<file path="config.mk">
export PLATFORM = sky130hd
export DESIGN_NAME = ps2_scan_receiver_flat
export DESIGN_NICKNAME = d
export VERILOG_FILES = /design/src/rtl/ps2_scan_receiver_if.sv /design/src/rtl/ps2_scan_receiver.sv /design/src/flat_wrapper.sv
export SDC_FILE = /design/constraint.sdc
export NUM_CORES = 1
export LEC_CHECK = 0
export CORE_AREA = 2 2 48 95
export CTS_CLUSTER_SIZE = 25
export DETAILED_ROUTE_END_ITERATION = 10
export DIE_AREA = 0 0 50 97
export GPL_TIMING_DRIVEN = 0
export SYNTH_ARGS = -nofsm -noshare
export SYNTH_HDL_FRONTEND = slang
export SYNTH_SLANG_ARGS = --single-unit
</file>
<file path="constraint.sdc">
create_clock -name clk -period 4.6 [get_ports clk]
set_clock_uncertainty 0.1 [all_clocks]
set_input_delay 0.92 -clock clk [delete_from_list [all_inputs] [get_ports clk]]
set_output_delay 0.92 -clock clk [all_outputs]
set_load 0.02 [all_outputs]
</file>
<file path="src/rtl/ps2_scan_receiver_if.sv">
// PS/2 receiver bus: raw connector lines in, decoded scan code and status strobes out.
// master drives the PS/2 lines (device side); slave is the receiver.
interface ps2_scan_receiver_if;
    logic       ps2_clk;
    logic       ps2_data;
    logic [7:0] code;
    logic       code_valid;
    logic       code_break;
    logic       code_ext;
    logic       frame_err;

    modport master (
        output ps2_clk, ps2_data,
        input  code, code_valid, code_break, code_ext, frame_err
    );

    modport slave (
        input  ps2_clk, ps2_data,
        output code, code_valid, code_break, code_ext, frame_err
    );
endinterface

</file>
<file path="src/rtl/ps2_scan_receiver.sv">
// PS/2 device-to-host frame receiver: sync, deglitch, deserialise, parity/stop check, E0/F0 prefix folding.
// Optional `define PS2_TIMEOUT_EN aborts a stalled frame after TIMEOUT_CYCLES clk cycles without a falling edge.
module ps2_scan_receiver #(
    parameter int unsigned SYNC_STAGES    = 2,
    parameter int unsigned FILTER_LEN     = 4,
    parameter int unsigned TIMEOUT_CYCLES = 50000
) (
    input  logic                 clk,
    input  logic                 rst,
    ps2_scan_receiver_if.slave   bus_io
);

    localparam int unsigned FCW = (FILTER_LEN > 1) ? $clog2(FILTER_LEN + 1) : 1;
    localparam int unsigned TW  = $clog2(TIMEOUT_CYCLES + 1);

    localparam logic [1:0] S_IDLE   = 2'd0;
    localparam logic [1:0] S_DATA   = 2'd1;
    localparam logic [1:0] S_PARITY = 2'd2;
    localparam logic [1:0] S_STOP   = 2'd3;

    logic [SYNC_STAGES-1:0] clk_sync_q, clk_sync_d;
    logic [SYNC_STAGES-1:0] dat_sync_q, dat_sync_d;
    logic [FCW-1:0]         filt_cnt_q, filt_cnt_d;
    logic                   filt_q, filt_d;
    logic [1:0]             state_q, state_d;
    logic [2:0]             bit_cnt_q, bit_cnt_d;
    logic [7:0]             shift_q, shift_d;
    logic                   par_q, par_d;
    logic                   ext_pend_q, ext_pend_d;
    logic                   brk_pend_q, brk_pend_d;
    logic [7:0]             code_q, code_d;
    logic                   code_valid_q, code_valid_d;
    logic                   code_break_q, code_break_d;
    logic                   code_ext_q, code_ext_d;
    logic                   frame_err_q, frame_err_d;

    logic clk_s_c, dat_s_c, fall_c;

`ifdef PS2_TIMEOUT_EN
    logic [TW-1:0] to_cnt_q, to_cnt_d;
`else
    logic unused_timeout_c;
    assign unused_timeout_c = ^TW;
`endif

    assign bus_io.code       = code_q;
    assign bus_io.code_valid = code_valid_q;
    assign bus_io.code_break = code_break_q;
    assign bus_io.code_ext   = code_ext_q;
    assign bus_io.frame_err  = frame_err_q;

    // State registers
    always_ff @(posedge clk or posedge rst) begin
        if (rst) begin
            clk_sync_q   <= '1;
            dat_sync_q   <= '1;
            filt_cnt_q   <= '0;
            filt_q       <= 1'b1;
            state_q      <= S_IDLE;
            bit_cnt_q    <= '0;
            shift_q      <= '0;
            par_q        <= 1'b0;
            ext_pend_q   <= 1'b0;
            brk_pend_q   <= 1'b0;
            code_q       <= '0;
            code_valid_q <= 1'b0;
            code_break_q <= 1'b0;
            code_ext_q   <= 1'b0;
            frame_err_q  <= 1'b0;
`ifdef PS2_TIMEOUT_EN
            to_cnt_q     <= '0;
`endif
        end else begin
            clk_sync_q   <= clk_sync_d;
            dat_sync_q   <= dat_sync_d;
            filt_cnt_q   <= filt_cnt_d;
            filt_q       <= filt_d;
            state_q      <= state_d;
            bit_cnt_q    <= bit_cnt_d;
            shift_q      <= shift_d;
            par_q        <= par_d;
            ext_pend_q   <= ext_pend_d;
            brk_pend_q   <= brk_pend_d;
            code_q       <= code_d;
            code_valid_q <= code_valid_d;
            code_break_q <= code_break_d;
            code_ext_q   <= code_ext_d;
            frame_err_q  <= frame_err_d;
`ifdef PS2_TIMEOUT_EN
            to_cnt_q     <= to_cnt_d;
`endif
        end
    end

    // Front end, frame FSM and output update
    always_comb begin
        clk_sync_d   = {clk_sync_q[SYNC_STAGES-2:0], bus_io.ps2_clk};
        dat_sync_d   = {dat_sync_q[SYNC_STAGES-2:0], bus_io.ps2_data};
        clk_s_c      = clk_sync_q[SYNC_STAGES-1];
        dat_s_c      = dat_sync_q[SYNC_STAGES-1];
        filt_cnt_d   = filt_cnt_q;
        filt_d       = filt_q;
        state_d      = state_q;
        bit_cnt_d    = bit_cnt_q;
        shift_d      = shift_q;
        par_d        = par_q;
        ext_pend_d   = ext_pend_q;
        brk_pend_d   = brk_pend_q;
        code_d       = code_q;
        code_valid_d = 1'b0;
        code_break_d = code_break_q;
        code_ext_d   = code_ext_q;
        frame_err_d  = 1'b0;

        // Filtered clock flips on the FILTER_LEN-th consecutive differing sample
        if (clk_s_c == filt_q) begin
            filt_cnt_d = '0;
        end else if (filt_cnt_q == FCW'(FILTER_LEN - 1)) begin
            filt_d     = clk_s_c;
            filt_cnt_d = '0;
        end else begin
            filt_cnt_d = filt_cnt_q + FCW'(1);
        end
        fall_c = filt_q & ~filt_d;

        case (state_q)
            S_IDLE: begin
                if (fall_c && !dat_s_c) begin
                    state_d   = S_DATA;
                    bit_cnt_d = '0;
                end
            end
            S_DATA: begin
                if (fall_c) begin
                    shift_d = {dat_s_c, shift_q[7:1]};
                    if (bit_cnt_q == 3'd7) state_d = S_PARITY;
                    else                   bit_cnt_d = bit_cnt_q + 3'd1;
                end
            end
            S_PARITY: begin
                if (fall_c) begin
                    par_d   = dat_s_c;
                    state_d = S_STOP;
                end
            end
            S_STOP: begin
                if (fall_c) begin
                    state_d = S_IDLE;
                    if ((^{shift_q, par_q}) && dat_s_c) begin
                        if (shift_q == 8'hE0) begin
                            ext_pend_d = 1'b1;
                        end else if (shift_q == 8'hF0) begin
                            brk_pend_d = 1'b1;
                        end else begin
                            code_d       = shift_q;
                            code_break_d = brk_pend_q;
                            code_ext_d   = ext_pend_q;
                            code_valid_d = 1'b1;
                            ext_pend_d   = 1'b0;
                            brk_pend_d   = 1'b0;
                        end
                    end else begin
                        frame_err_d = 1'b1;
                        ext_pend_d  = 1'b0;
                        brk_pend_d  = 1'b0;
                    end
                end
            end
            default: state_d = S_IDLE;
        endcase

`ifdef PS2_TIMEOUT_EN
        // Abort an open frame when the line stalls; a fall always restarts the count
        if (state_q == S_IDLE || fall_c) to_cnt_d = '0;
        else                             to_cnt_d = to_cnt_q + TW'(1);
        if (state_q != S_IDLE && !fall_c && to_cnt_q == TW'(TIMEOUT_CYCLES - 1)) begin
            state_d     = S_IDLE;
            ext_pend_d  = 1'b0;
            brk_pend_d  = 1'b0;
            frame_err_d = 1'b1;
            to_cnt_d    = '0;
        end
`endif
    end

endmodule

</file>
<file path="src/flat_wrapper.sv">
// flat-port wrapper written by rule: the top's interface ports become plain ports
module ps2_scan_receiver_flat 
#(
    parameter int unsigned SYNC_STAGES    = 2,
    parameter int unsigned FILTER_LEN     = 4,
    parameter int unsigned TIMEOUT_CYCLES = 50000
)
  (clk, rst, bus_io_ps2_clk, bus_io_ps2_data, bus_io_code, bus_io_code_valid, bus_io_code_break, bus_io_code_ext, bus_io_frame_err);
  ps2_scan_receiver_if bus_io_i ();
  input  logic clk;
  input  logic rst;
  input wire logic [$bits(bus_io_i.ps2_clk)-1:0] bus_io_ps2_clk;
  input wire logic [$bits(bus_io_i.ps2_data)-1:0] bus_io_ps2_data;
  output wire logic [$bits(bus_io_i.code)-1:0] bus_io_code;
  output wire logic [$bits(bus_io_i.code_valid)-1:0] bus_io_code_valid;
  output wire logic [$bits(bus_io_i.code_break)-1:0] bus_io_code_break;
  output wire logic [$bits(bus_io_i.code_ext)-1:0] bus_io_code_ext;
  output wire logic [$bits(bus_io_i.frame_err)-1:0] bus_io_frame_err;
  assign bus_io_i.ps2_clk = bus_io_ps2_clk;
  assign bus_io_i.ps2_data = bus_io_ps2_data;
  assign bus_io_code = bus_io_i.code;
  assign bus_io_code_valid = bus_io_i.code_valid;
  assign bus_io_code_break = bus_io_i.code_break;
  assign bus_io_code_ext = bus_io_i.code_ext;
  assign bus_io_frame_err = bus_io_i.frame_err;
  ps2_scan_receiver #(.SYNC_STAGES(SYNC_STAGES), .FILTER_LEN(FILTER_LEN), .TIMEOUT_CYCLES(TIMEOUT_CYCLES)) u_core (.clk(clk), .rst(rst), .bus_io(bus_io_i));
endmodule
</file>
==> results of run 1 <==
-- state kept, by name, summed over array words and instances (netlist names) --
signal	count
u_core.filt_cnt_q	3
u_core.shift_q	8
u_core.bus_io.frame_err	1
u_core.bus_io.code_ext	1
u_core.ext_pend_q	1
u_core.bus_io.code	8
u_core.bus_io.code_break	1
u_core.bus_io.code_valid	1
u_core.state_q	2
u_core.par_q	1
u_core.dat_sync_q	2
u_core.brk_pend_q	1
u_core.filt_q	1
u_core.bit_cnt_q	3
u_core.clk_sync_q	2
-- cells in the mapped netlist (3+ instances only) --
cell type / count
dfrtp_1: 31
dfstp_2: 5
ha_1: 8
inv_1: 5
mux2_2: 12
mux2_4: 9
nand2_1: 9
nor2_1: 5
nor3_1: 3
o21ai_0: 3
xnor2_1: 5
-- report_power, final --
| part | leakage, nW | internal (mW) | switching [mW] |
|---|---|---|---|
| clock | 0.0541 | 0.160 | 0.112 |
| sequential | 0.478 | 0.357 | 0.0282 |
| combinational | 0.420 | 0.0910 | 0.0895 |
| total | 0.952 | 0.609 | 0.230 |
-- cell families after synthesis --
group	after synthesis
AOI/OAI and AO/OA	10
xor gates and xnor gates	8
adders and majority gates	8
buffers and inverters	7
DFF	36
muxes	23
and+or+nand+nor	25
-- stage by stage --
step	power [mW]	hold slack [ns]
3_5_place_dp	0.5760	0.2521
5_1_grt	0.8945	0.2687
2_1_floorplan	0.5339	0.2452
3_3_place_gp	0.5587	0.2473
6_report	0.8388	0.2591
4_1_cts	0.8529	0.2627
-- worst max path at each step --
stage | from | end | slack, ns | cells after the start
after CTS | rst | u_core.shift_q[0] | 2.27 | 2
after global placement | rst | u_core.bus_io.code[2] | 2.04 | 2
after floorplan | u_core.filt_q | u_core.bus_io.code[0] | 2.62 | 7
after detailed placement | rst | u_core.shift_q[0] | 1.95 | 2
final | u_core.bus_io.code[1] | bus_io_code[1] | 2.32 | 1
after global routing | u_core.filt_q | u_core.bus_io.code_ext | 2.16 | 7
-- final cells by class --
class,count,area [um2]
Fill cell,350,2143
Clock inverter,3,42.54
Timing Repair Buffer,15,150.1
Tap cell,52,65.06
Inverter,5,18.77
Multi-Input combinational cell,74,676.9
Clock buffer,5,68.82
Buffer,2,15.01
Sequential cell,36,907.1
-- layer usage --
metal	part of all wire (%)	up-vias	track usage (%)
met5	0	-	0
met4	3.4	0	8.120
met3	2.6	9	3.549
met2	55	18	21.15
met1	39	496	13.03
li1	-	448	-
==> results by stage, run 1 <==
Setup path:
- The nature of the critical path endpoint is an output port.
- The end of the worst register-to-register path is u_core.bus_io.code_ext.
- The internal reg-to-reg setup slack is 2.37 ns.
- The maximum fanout along the worst path is 2.
- The data arrival time at the worst-slack endpoint is 1.26 ns.
- For this design, the slowest cell found on the critical path is clkdlybuf4s50_1.
- The worst setup path category is register to output port.
- The critical path goes through clkdlybuf4s50_1.
- The sum of buffers and inverters on the critical path is 1.
- The category of cells accounting for the largest share of critical-path delay is buffers and inverters.
- The largest single stage delay on the critical path is 0.61 ns.
- The startpoint type of the worst setup path is a register.
- For the worst flop-to-flop path, the logic depth is 7.
- The worst path required time is 3.58 ns.
- In this run the critical register-to-register path is launched from u_core.filt_q.

Synthesis:
- The simple logic cell fraction of the synthesized area is 8.275%.
- After synthesis, the largest area contributor takes up 47.95% of total cell area.
- Sorting the synthesized cells by area gives the leading types as dfrtp_1 (48%), mux2_4 (8.4%), mux2_2 (8.4%).
- Yosys printed 0 warnings.
- Summing the areas of all compound-gate instances in the mapped netlist gives 3.790% of the synthesized area.
- Counting flops and latches in the post-synthesis netlist gives 36.
- The most area-hungry cell type in the Yosys netlist is dfrtp_1.
- The sequential share of the synthesized area is 56.07%.
- The number of enable flip-flop cells after synthesis is 0.
- Among all flip-flop cells after synthesis, the most frequent one is dfrtp_1.
- Counting every net in the synthesized netlist gives 129.
- By area, the combinational part of the netlist is dominated by multiplexers.
- The share of async-settable or async-resettable flops after synthesis is 100.0%.
- The area of the mapped netlist is 0.001618 mm2.
- The synthesized netlist devotes 5.646% of its cell area to XOR and XNOR gates.
- The number of distinct library cells after synthesis is 28.
- Of the total synthesized cell area, the portion taken by full adders, half adders and majority gates is 6.187%.
- In the synthesized netlist, mux cells make up 17.94% of the area.
- The synthesized area divided by synthesized cell count is 13.83 um2.
- The cell count after synthesis came out at 117.

Floorplanning:
- The placeable core area is 0.004088 mm2.
- The number of placement rows is 33.
- For this design the top-level I/O count stands at 16.
- From left edge to right edge, the die measures 50 um.
- For this configuration, the core starts out at a cell density of 39.58%.
- The height of the die is 97 um.
- The die outline area is 0.004850 mm2.

STA:
- Setup repair after global routing left no endpoint under its margin.
- Adding up every negative setup slack in the final design gives 0 ns.
- The number of endpoints with negative hold slack in the final report is 0.
- Of the available clock period, the critical path in the final layout requires 49.47%.
- The final max-slew violation count is 0.
- The maximum frequency from static timing analysis is 439.4 MHz.
- For the finished layout, the period the worst path requires is 2.276 ns.
- The final-report setup violation count is 0.
- The smallest setup slack after layout is 2.324 ns.
- Headroom to the max-slew limit came out at 50.83%.
- The transition time at the pin with the least slew margin is 0.7365 ns.

Worst hold path:
- The worst hold path passes through 0 cells.
- In this run the most critical hold path is launched from u_core.dat_sync_q[0].
- For hold timing, the worst endpoint is u_core.dat_sync_q[1].
- The class of the worst hold path is register to register.

Clocking:
- The number of setup buffers added after CTS is 0.
- CTS saw 36 sinks.
- The clock root buffer master is clkbuf_8.
- The deepest level of the CTS H-tree is 2.
- The clock transition at the registers of the reported paths is 0.07 ns.
- TritonCTS built the clock tree.
- The number of clock buffers added by TritonCTS is 5.
- The number of gates resized after cts is 0.
- Clock latency on the worst-skew pair, taken at its later pin, is 0.28 ns.
- The deepest clock path buffer count is 2.
- For this design, the CTS-stage hold fixing added 0 buffers.

Cells and area:
- The number of nets at the end of the flow is 151.
- Leaving out fill and tap cells, the most frequent cell in the layout is dfrtp_1.
- The share of the core filled with cells is 47.57%.
- The post-route netlist has 27.14% of its cells at a drive strength greater than 1.
- Compared with the post-synthesis result, the final layout area differs by 20.19%.
- The top cell types in the final layout, fill and taps aside, are dfrtp_1 (31), clkdlybuf4s50_1 (15), mux2_2 (12).
- The repair_antennas step left the layout with diodes totalling 0.
- The cell area after layout is 0.001944 mm2.
- The final standard cell count with taps included and fillers excluded is 192.

Pwr:
- The peak supply drop is 0.2149 mV.
- Power spread over the standard cell area amounts to 431.4 mW/mm2.
- The leakage component of the power is 0.9518 nW.

Drt:
- The number of DRC violations after detailed-routing iteration 0 is 7.
- In the final routed layout, each cell accounts on average for 13.63 um.
- The aggregate routed wire length is 2617 um.
- The remaining antenna violation count after routing is 0.
- The post-route DRC violation count is 0.
- Using the TritonRoute via totals, the vias-per-cell ratio works out to 5.057.
- The number of vias in the routed layout is 971.
- The number of iterations in the first detailed-routing pass is 4.

Global route:
- The total grt overflow is 0.
- The pin count of the biggest net entering global routing is 37.
- The first global-routing pass estimated 4740 um of wire.
- The number of antenna violations at the first check in global routing is 0.
- The number of global-route vias before repair is 1,086.
- For this run, the total global-route usage over all layers was measured as 12.56%.

Place:
- Prior to clock tree synthesis, the placed netlist has a worst setup slack of 1.955 ns.
- The final weighted congestion in routability-driven placement is 0.7270.
- Port buffering added 15 buffers.
- The number of placed instances with taps included is 184.
- After detailed placement, the total cell area comes to 0.001833 mm2.
- The wire-length estimate of the detail-placed layout is 1924 um.

Run:
- The tool flagged a number of max-cap violations equal to 0.

Outcome:
- The run finished with clean final reports.
Note: power is estimated with default switching activity, not from simulation.
==> run 2: changes to the inputs <==
clock period = 1.91 ns   (was 4.6 ns; I/O delays follow)
==> results by stage, run 2 (synthesized netlist as in run 1, its figures left out) <==
STA:
- The fraction of the cycle the final worst path needs is 106.7%.
- The transition time at the pin with the least slew margin came to 0.7563 ns (+0.01983 ns).
- The final-report setup violation count was 10 (+10).
- The shortest clock period the worst path allows after layout is 2.037 ns.
- The final max-slew violation count is 0 (unchanged).
- Setup repair after global routing could not meet its margin everywhere.
- The hold slack is 0.2564 ns (-0.002676 ns).
- The worst max-slew margin expressed relative to the limit is 49.51% (-1.3 points).
- The smallest setup slack after layout is -0.1275 ns (-2.452 ns).
- The maximum frequency from static timing analysis is 490.8 MHz.
- The number of endpoints with negative hold slack in the final report is 0 (unchanged).

Pwr:
- The peak supply drop came to 0.6159 mV (+190%).
- The leakage component of the power came to 1.012 nW (+6.4%).
- The power density normalized to cell area came to 1057 mW/mm2 (+150%).

Drt:
- The number of DRC violations after detailed-routing iteration 0 came to 17 (+10).
- The remaining antenna violation count after routing is 0 (unchanged).
- The number of iterations in the first detailed-routing pass is 5 (+1).
- The aggregate routed wire length is 2875 um (+9.9%).
- The number of vias in the routed layout came to 1,013 (+4.3%).
- The post-route DRC violation count came to 0 (unchanged).
- The ratio of routed vias to standard cells is 5.065 (+0.15%).
- The routed length per instance is 14.38 um (+5.5%).

Floorplanning:
- The die outline area is 0.004850 mm2 (unchanged).
- The number of primary I/O pins is 16 (unchanged).
- The die boundary width is 50 um (unchanged).
- The placeable core area is 0.004088 mm2 (unchanged).
- The initial core utilization came to 39.58% (unchanged).
- The number of placement rows was 33 (unchanged).
- The height of the die is 97 um (unchanged).

Global route:
- The pin count of the biggest net entering global routing is 37 (unchanged).
- The fraction of met2 tracks used by global routing is 24.09% (+2.9 points).
- The total grt overflow is 0 (unchanged).
- The number of global-route vias before repair is 1,110 (+2.2%).
- The met1 routing resource usage after global routing is 13.18% (+0.15 points).
- The layer flagged by global routing as most heavily used is met2.
- The combined global-route utilization of all metal layers was 13.67% (+1.1 points).
- The number of antenna violations at the first check in global routing was 0 (unchanged).
- The met3 routing resource usage after global routing came to 3.704% (+0.15 points).
- The wire length of the first global-routing pass came to 4974 um (+4.9%).

Clocking:
- The deepest level of the CTS H-tree came to 2 (unchanged).
- The clock transition at the registers of the reported paths came to 0.08 ns (about the same).
- The clock root buffer master is clkbuf_8.
- The CTS buffer count is 5 (unchanged).
- TritonCTS built the clock tree.
- The number of clock sinks seen by CTS is 36 (unchanged).
- The deepest clock path buffer count came to 2 (unchanged).
- The clock latency reported for the late side of the worst-skew pair is 0.29 ns (about the same).

Cells and area:
- The number of nets at the end of the flow came to 159 (+5.3%).
- The area growth from synthesis to layout is 28.38%.
- The library cell used most frequently in the layout, excluding fill and tap cells, is dfrtp_1.
- The number of diodes came to 0 (unchanged).
- The fraction of final layout cells sized beyond drive strength 1 was 37.16% (+10 points).
- The filler cell count in the final layout is 342 (-2.3%).
- The cell area after layout is 0.002077 mm2 (+6.8%).
- In the layout the commonest cells are dfrtp_1 (31), clkdlybuf4s50_1 (15), mux2_2 (12).

Outcome:
- The flow ran to the end, but the final reports show violations.
- The final reports fail on setup timing.

Setup path:
- The maximum fanout along the worst path is 10 (+8).
- The data arrival time at the worst-slack endpoint was 2.11 ns (+0.85 ns).
- The worst setup path is captured at a register.
- The number of cells traversed by the worst register-to-register path is 6 (-1).
- The worst path required time was 1.98 ns (-1.60 ns).
- The worst setup path category is register to register.
- STA classifies the critical path startpoint as a register.

Run:
- The max capacitance violation total is 0 (unchanged).

Place:
- The placed standard-cell area was 0.001839 mm2 (+0.34%).
- The final weighted congestion in routability-driven placement is 0.7163 (-1.5%).
- The HPWL reported at the end of detailed placement was 2014 um (+4.7%).
- The number of port buffers was 15 (unchanged).

Worst hold path:
- In this run the worst hold path is classified as register to register.
- The hold path depth is 0 (unchanged).
run 2: final timing paths:
check                                     start                    end  slack, ns
setup / recovery              u_core.shift_q[7]  u_core.bus_io.code[6]      -0.13
hold / removal             u_core.clk_sync_q[0]   u_core.clk_sync_q[1]       0.26
setup reg to reg              u_core.shift_q[7]  u_core.bus_io.code[6]      -0.13
hold reg to reg            u_core.clk_sync_q[0]   u_core.clk_sync_q[1]       0.26
max in group asynchronous                   rst  u_core.bus_io.code[4]       0.78
min in group asynchronous                   rst      u_core.shift_q[2]       0.45
run 2: critical path, cell delays in order (launching register included):
cell	delay, ns
dfrtp_1	0.40
xnor2_1	0.17
xnor3_1	0.46
xnor2_2	0.20
nand3_2	0.13
buf_8	0.17
mux2_4	0.29
run 2: area by class of cell:
class                      count  area (um2)  share of cell area, %
clock buffer                   7       96.34                  4.639
clock inverter                 1       30.03                  1.446
timing repair buffer          23       210.2                  10.12
buffer                         2       22.52                  1.084
multi-input combinational     74       726.9                  35.00
inverter                       5       18.77                 0.9036
tap                           52       65.06                  3.133
sequential                    36       907.1                  43.67
run 2: power by group:
group	internal [mW]	switching, mW	leakage [nW]
logic	0.283	0.256	0.470
registers	0.861	0.0672	0.478
clock network	0.461	0.267	0.0645
total	1.60	0.591	1.01
run 2: what timing repair did:
| item | CTS | global route |
|---|---|---|
| hold buffers | 0 | 0 |
| pin swaps | 7 | 3 |
| setup endpoints to repair | 19 | 22 |
| setup buffers | 8 | 0 |
| cloned | 0 | 0 |
| resized for setup | 8 | 4 |
run 2: layer usage:
layer	vias to the layer above	part of all wire, %
met2	32	57
met3	6	3.7
met1	511	37
met5	-	0
li1	464	-
met4	0	2.5
run 2: stage by stage:
step	TNS (ns)	instances	setup WS, ns	utilization (%)	total power [mW]
after global placement	-5.680	184	-0.2241	45.00	1.343
after global routing	-1.798	200	-0.1949	50.81	2.322
after CTS	-1.444	200	-0.1563	50.54	2.222
after detailed placement	-8.603	184	-0.2697	45.00	1.382
final	-1.172	200	-0.1275	50.81	2.196
after floorplan	-0.1053	117	-0.01170	-	1.274
==> run 3: changes to the inputs <==
HOLD_SLACK_MARGIN = 0.03   (was unset)
SLEW_MARGIN = 20   (was unset)
==> results by stage, run 3 (synthesized netlist as in run 1, its figures left out) <==
Pwr:
- The leakage component of the power is 1.012 nW (unchanged).
- The sequential cell fraction of total power is 42.3% (about the same).
- The relative contribution of the clock network to total power is 33.2% (about the same).
- The power density normalized to cell area is 1057 mW/mm2 (about the same).
- The peak supply drop came to 0.6159 mV (unchanged).
- The fraction of power consumed by combinational cells is 24.6% (about the same).
- The net switching share of the total power is 26.92% (about the same).
- The design internal power was 1.605 mW (unchanged).
- The switching power of the nets is 591.0 uW (about the same).

Cells and area:
- The number of diodes is 0 (unchanged).
- The number of nets at the end of the flow is 159 (unchanged).
- The cell area after layout came to 0.002077 mm2 (unchanged).
- The fraction of final layout cells sized beyond drive strength 1 is 37.16% (unchanged).
- The combined area of the multi-input logic cells is 726.9 um2 (unchanged).
- The top cell types in the final layout, fill and taps aside, are dfrtp_1 (31), clkdlybuf4s50_1 (15), mux2_2 (12).
- The filler cell count in the final layout is 343 (+0.29%).
- The share of the core filled with cells is 50.81% (unchanged).
- The storage element area is 907.1 um2 (unchanged).
- The area growth from synthesis to layout was 28.38% (unchanged).
- The most frequent standard cell in the layout excluding fill and tap cells is dfrtp_1.

Setup path:
- Traced cell by cell, the critical path runs through xnor2_1 -> xnor3_1 -> xnor2_2 -> nand3_2 -> buf_8 -> mux2_4.
- STA classifies the critical path startpoint as a register.
- By startpoint and endpoint, the worst setup path is classified as register to register.
- The number of cells traversed by the worst register-to-register path is 6 (unchanged).
- The worst path required time is 1.98 ns (about the same).
- The nature of the critical path endpoint is a register.
- The delay contributed by the slowest stage of the critical path is 0.46 ns (about the same).
- Among all stages on the critical path, the largest delay is contributed by xnor3_1.
- The maximum fanout along the worst path came to 10 (unchanged).
- The data arrival time at the worst-slack endpoint came to 2.11 ns (about the same).

STA:
- The final-report setup violation count is 10 (unchanged).
- Setup repair after global routing could not meet its margin everywhere.
- The total negative slack is -1.172 ns (unchanged).
- The smallest setup slack after layout is -0.1275 ns (unchanged).
- The worst max-slew margin expressed relative to the limit is 49.58% (+0.077 points).
- The hold slack is 0.2564 ns (unchanged).
- The final max-slew violation count came to 0 (unchanged).
- The shortest clock period the worst path allows after layout is 2.037 ns (unchanged).
- The transition time at the pin with the least slew margin is 0.7552 ns (-0.001151 ns).
- The maximum frequency from static timing analysis is 490.8 MHz (unchanged).
- The fraction of the cycle the final worst path needs is 106.7% (unchanged).
- The number of endpoints with negative hold slack in the final report is 0 (unchanged).

Floorplanning:
- The die outline area is 0.004850 mm2 (unchanged).
- The height of the die is 97 um (unchanged).
- The die boundary width is 50 um (unchanged).
- The initial core utilization is 39.58% (unchanged).
- The number of placement rows came to 33 (unchanged).
- The placeable core area is 0.004088 mm2 (unchanged).
- The number of primary I/O pins is 16 (unchanged).

Global route:
- The total grt overflow is 0 (unchanged).
- The combined global-route utilization of all metal layers was 13.67% (unchanged).
- The wire length of the first global-routing pass was 4974 um (unchanged).
- The pin count of the biggest net entering global routing is 37 (unchanged).
- The number of antenna violations at the first check in global routing is 0 (unchanged).
- The number of global-route vias before repair is 1,110 (unchanged).

Outcome:
- The final reports fail on setup timing.
- The flow ran to the end, but the final reports show violations.

Clocking:
- The cell sitting at the root of the clock tree is a clkbuf_8.
- The clock latency reported for the late side of the worst-skew pair is 0.29 ns (about the same).
- The clock tree from TritonCTS is yes.
- The deepest clock path buffer count is 2 (unchanged).
- The clock transition at the registers of the reported paths was 0.08 ns (about the same).
- The number of clock sinks seen by CTS is 36 (unchanged).
- The CTS buffer count is 5 (unchanged).
- The deepest level of the CTS H-tree is 2 (unchanged).

Place:
- The placed standard-cell area is 0.001839 mm2 (unchanged).
- The HPWL reported at the end of detailed placement is 2014 um (unchanged).
- The number of port buffers came to 15 (unchanged).
- The final weighted congestion in routability-driven placement is 0.7163 (unchanged).

Drt:
- The ratio of routed vias to standard cells is 5.065 (unchanged).
- The number of iterations in the first detailed-routing pass was 5 (unchanged).
- The number of vias in the routed layout is 1,013 (unchanged).
- The routed length per instance is 14.38 um (unchanged).
- The post-route DRC violation count is 0 (unchanged).
- The aggregate routed wire length was 2875 um (unchanged).
- The number of DRC violations after detailed-routing iteration 0 is 17 (unchanged).
- The remaining antenna violation count after routing is 0 (unchanged).

Run:
- The max capacitance violation total is 0 (unchanged).

Worst hold path:
- The tightest min-delay check is of the register to register type.
- The hold path depth is 0 (unchanged).
==> run 3: layout make-up <==
class	count	share of cell area (%)
tap	52	3.133
timing repair buffer	23	10.12
sequential	36	43.67
clock buffer	7	4.639
clock inverter	1	1.446
multi-input combinational	74	35.00
buffer	2	1.084
inverter	5	0.9036
==> run 3: worst max-delay path, delay by kind of cell (launching register included) <==
family / cells / cell delay, ns
buffers and inverters: 1 / 0.17
AND/OR/NAND/NOR: 1 / 0.13
multiplexers: 1 / 0.29
XOR/XNOR: 3 / 0.83
flip-flops: 1 / 0.40
==> run 3: through the flow <==
step | instances | setup slack (ns) | total power, mW
detailed placement | 184 | -0.2697 | 1.382
floorplan | 117 | -0.01170 | 1.274
global placement | 184 | -0.2241 | 1.343
finish | 200 | -0.1275 | 2.196
CTS | 200 | -0.1563 | 2.222
global route | 200 | -0.1949 | 2.322
==> run 3: final timing paths <==
check / startpoint / end / slack (ns)
max: u_core.shift_q[7] / u_core.bus_io.code[6] / -0.13
min: u_core.clk_sync_q[0] / u_core.clk_sync_q[1] / 0.26
max reg2reg: u_core.shift_q[7] / u_core.bus_io.code[6] / -0.13
min reg2reg: u_core.clk_sync_q[0] / u_core.clk_sync_q[1] / 0.26
max in group asynchronous: rst / u_core.bus_io.code[4] / 0.78
min in group asynchronous: rst / u_core.shift_q[2] / 0.45
==> run 3: power by group through the flow <==
stage               Combinational (mW)  Clock (mW)  Sequential, mW
finish                           0.539       0.728           0.928
global route                     0.592       0.791           0.938
floorplan                        0.348           0           0.927
CTS                              0.546       0.749           0.927
global placement                 0.407           0           0.936
detailed placement               0.435           0           0.947
==> run 3: metal layers <==
metal	global-route usage, %	routed length, um
met1	13.18	1051
met2	24.09	1643
met3	3.704	107
met4	8.974	72
met5	0	0
==> run 3: repair_timing <==
action                                  CTS  global route
hold buffers                              0             0
buffers inserted                          8             0
pin swaps                                 7             3
endpoints found under the setup margin   19            22
resized for setup                         8             4
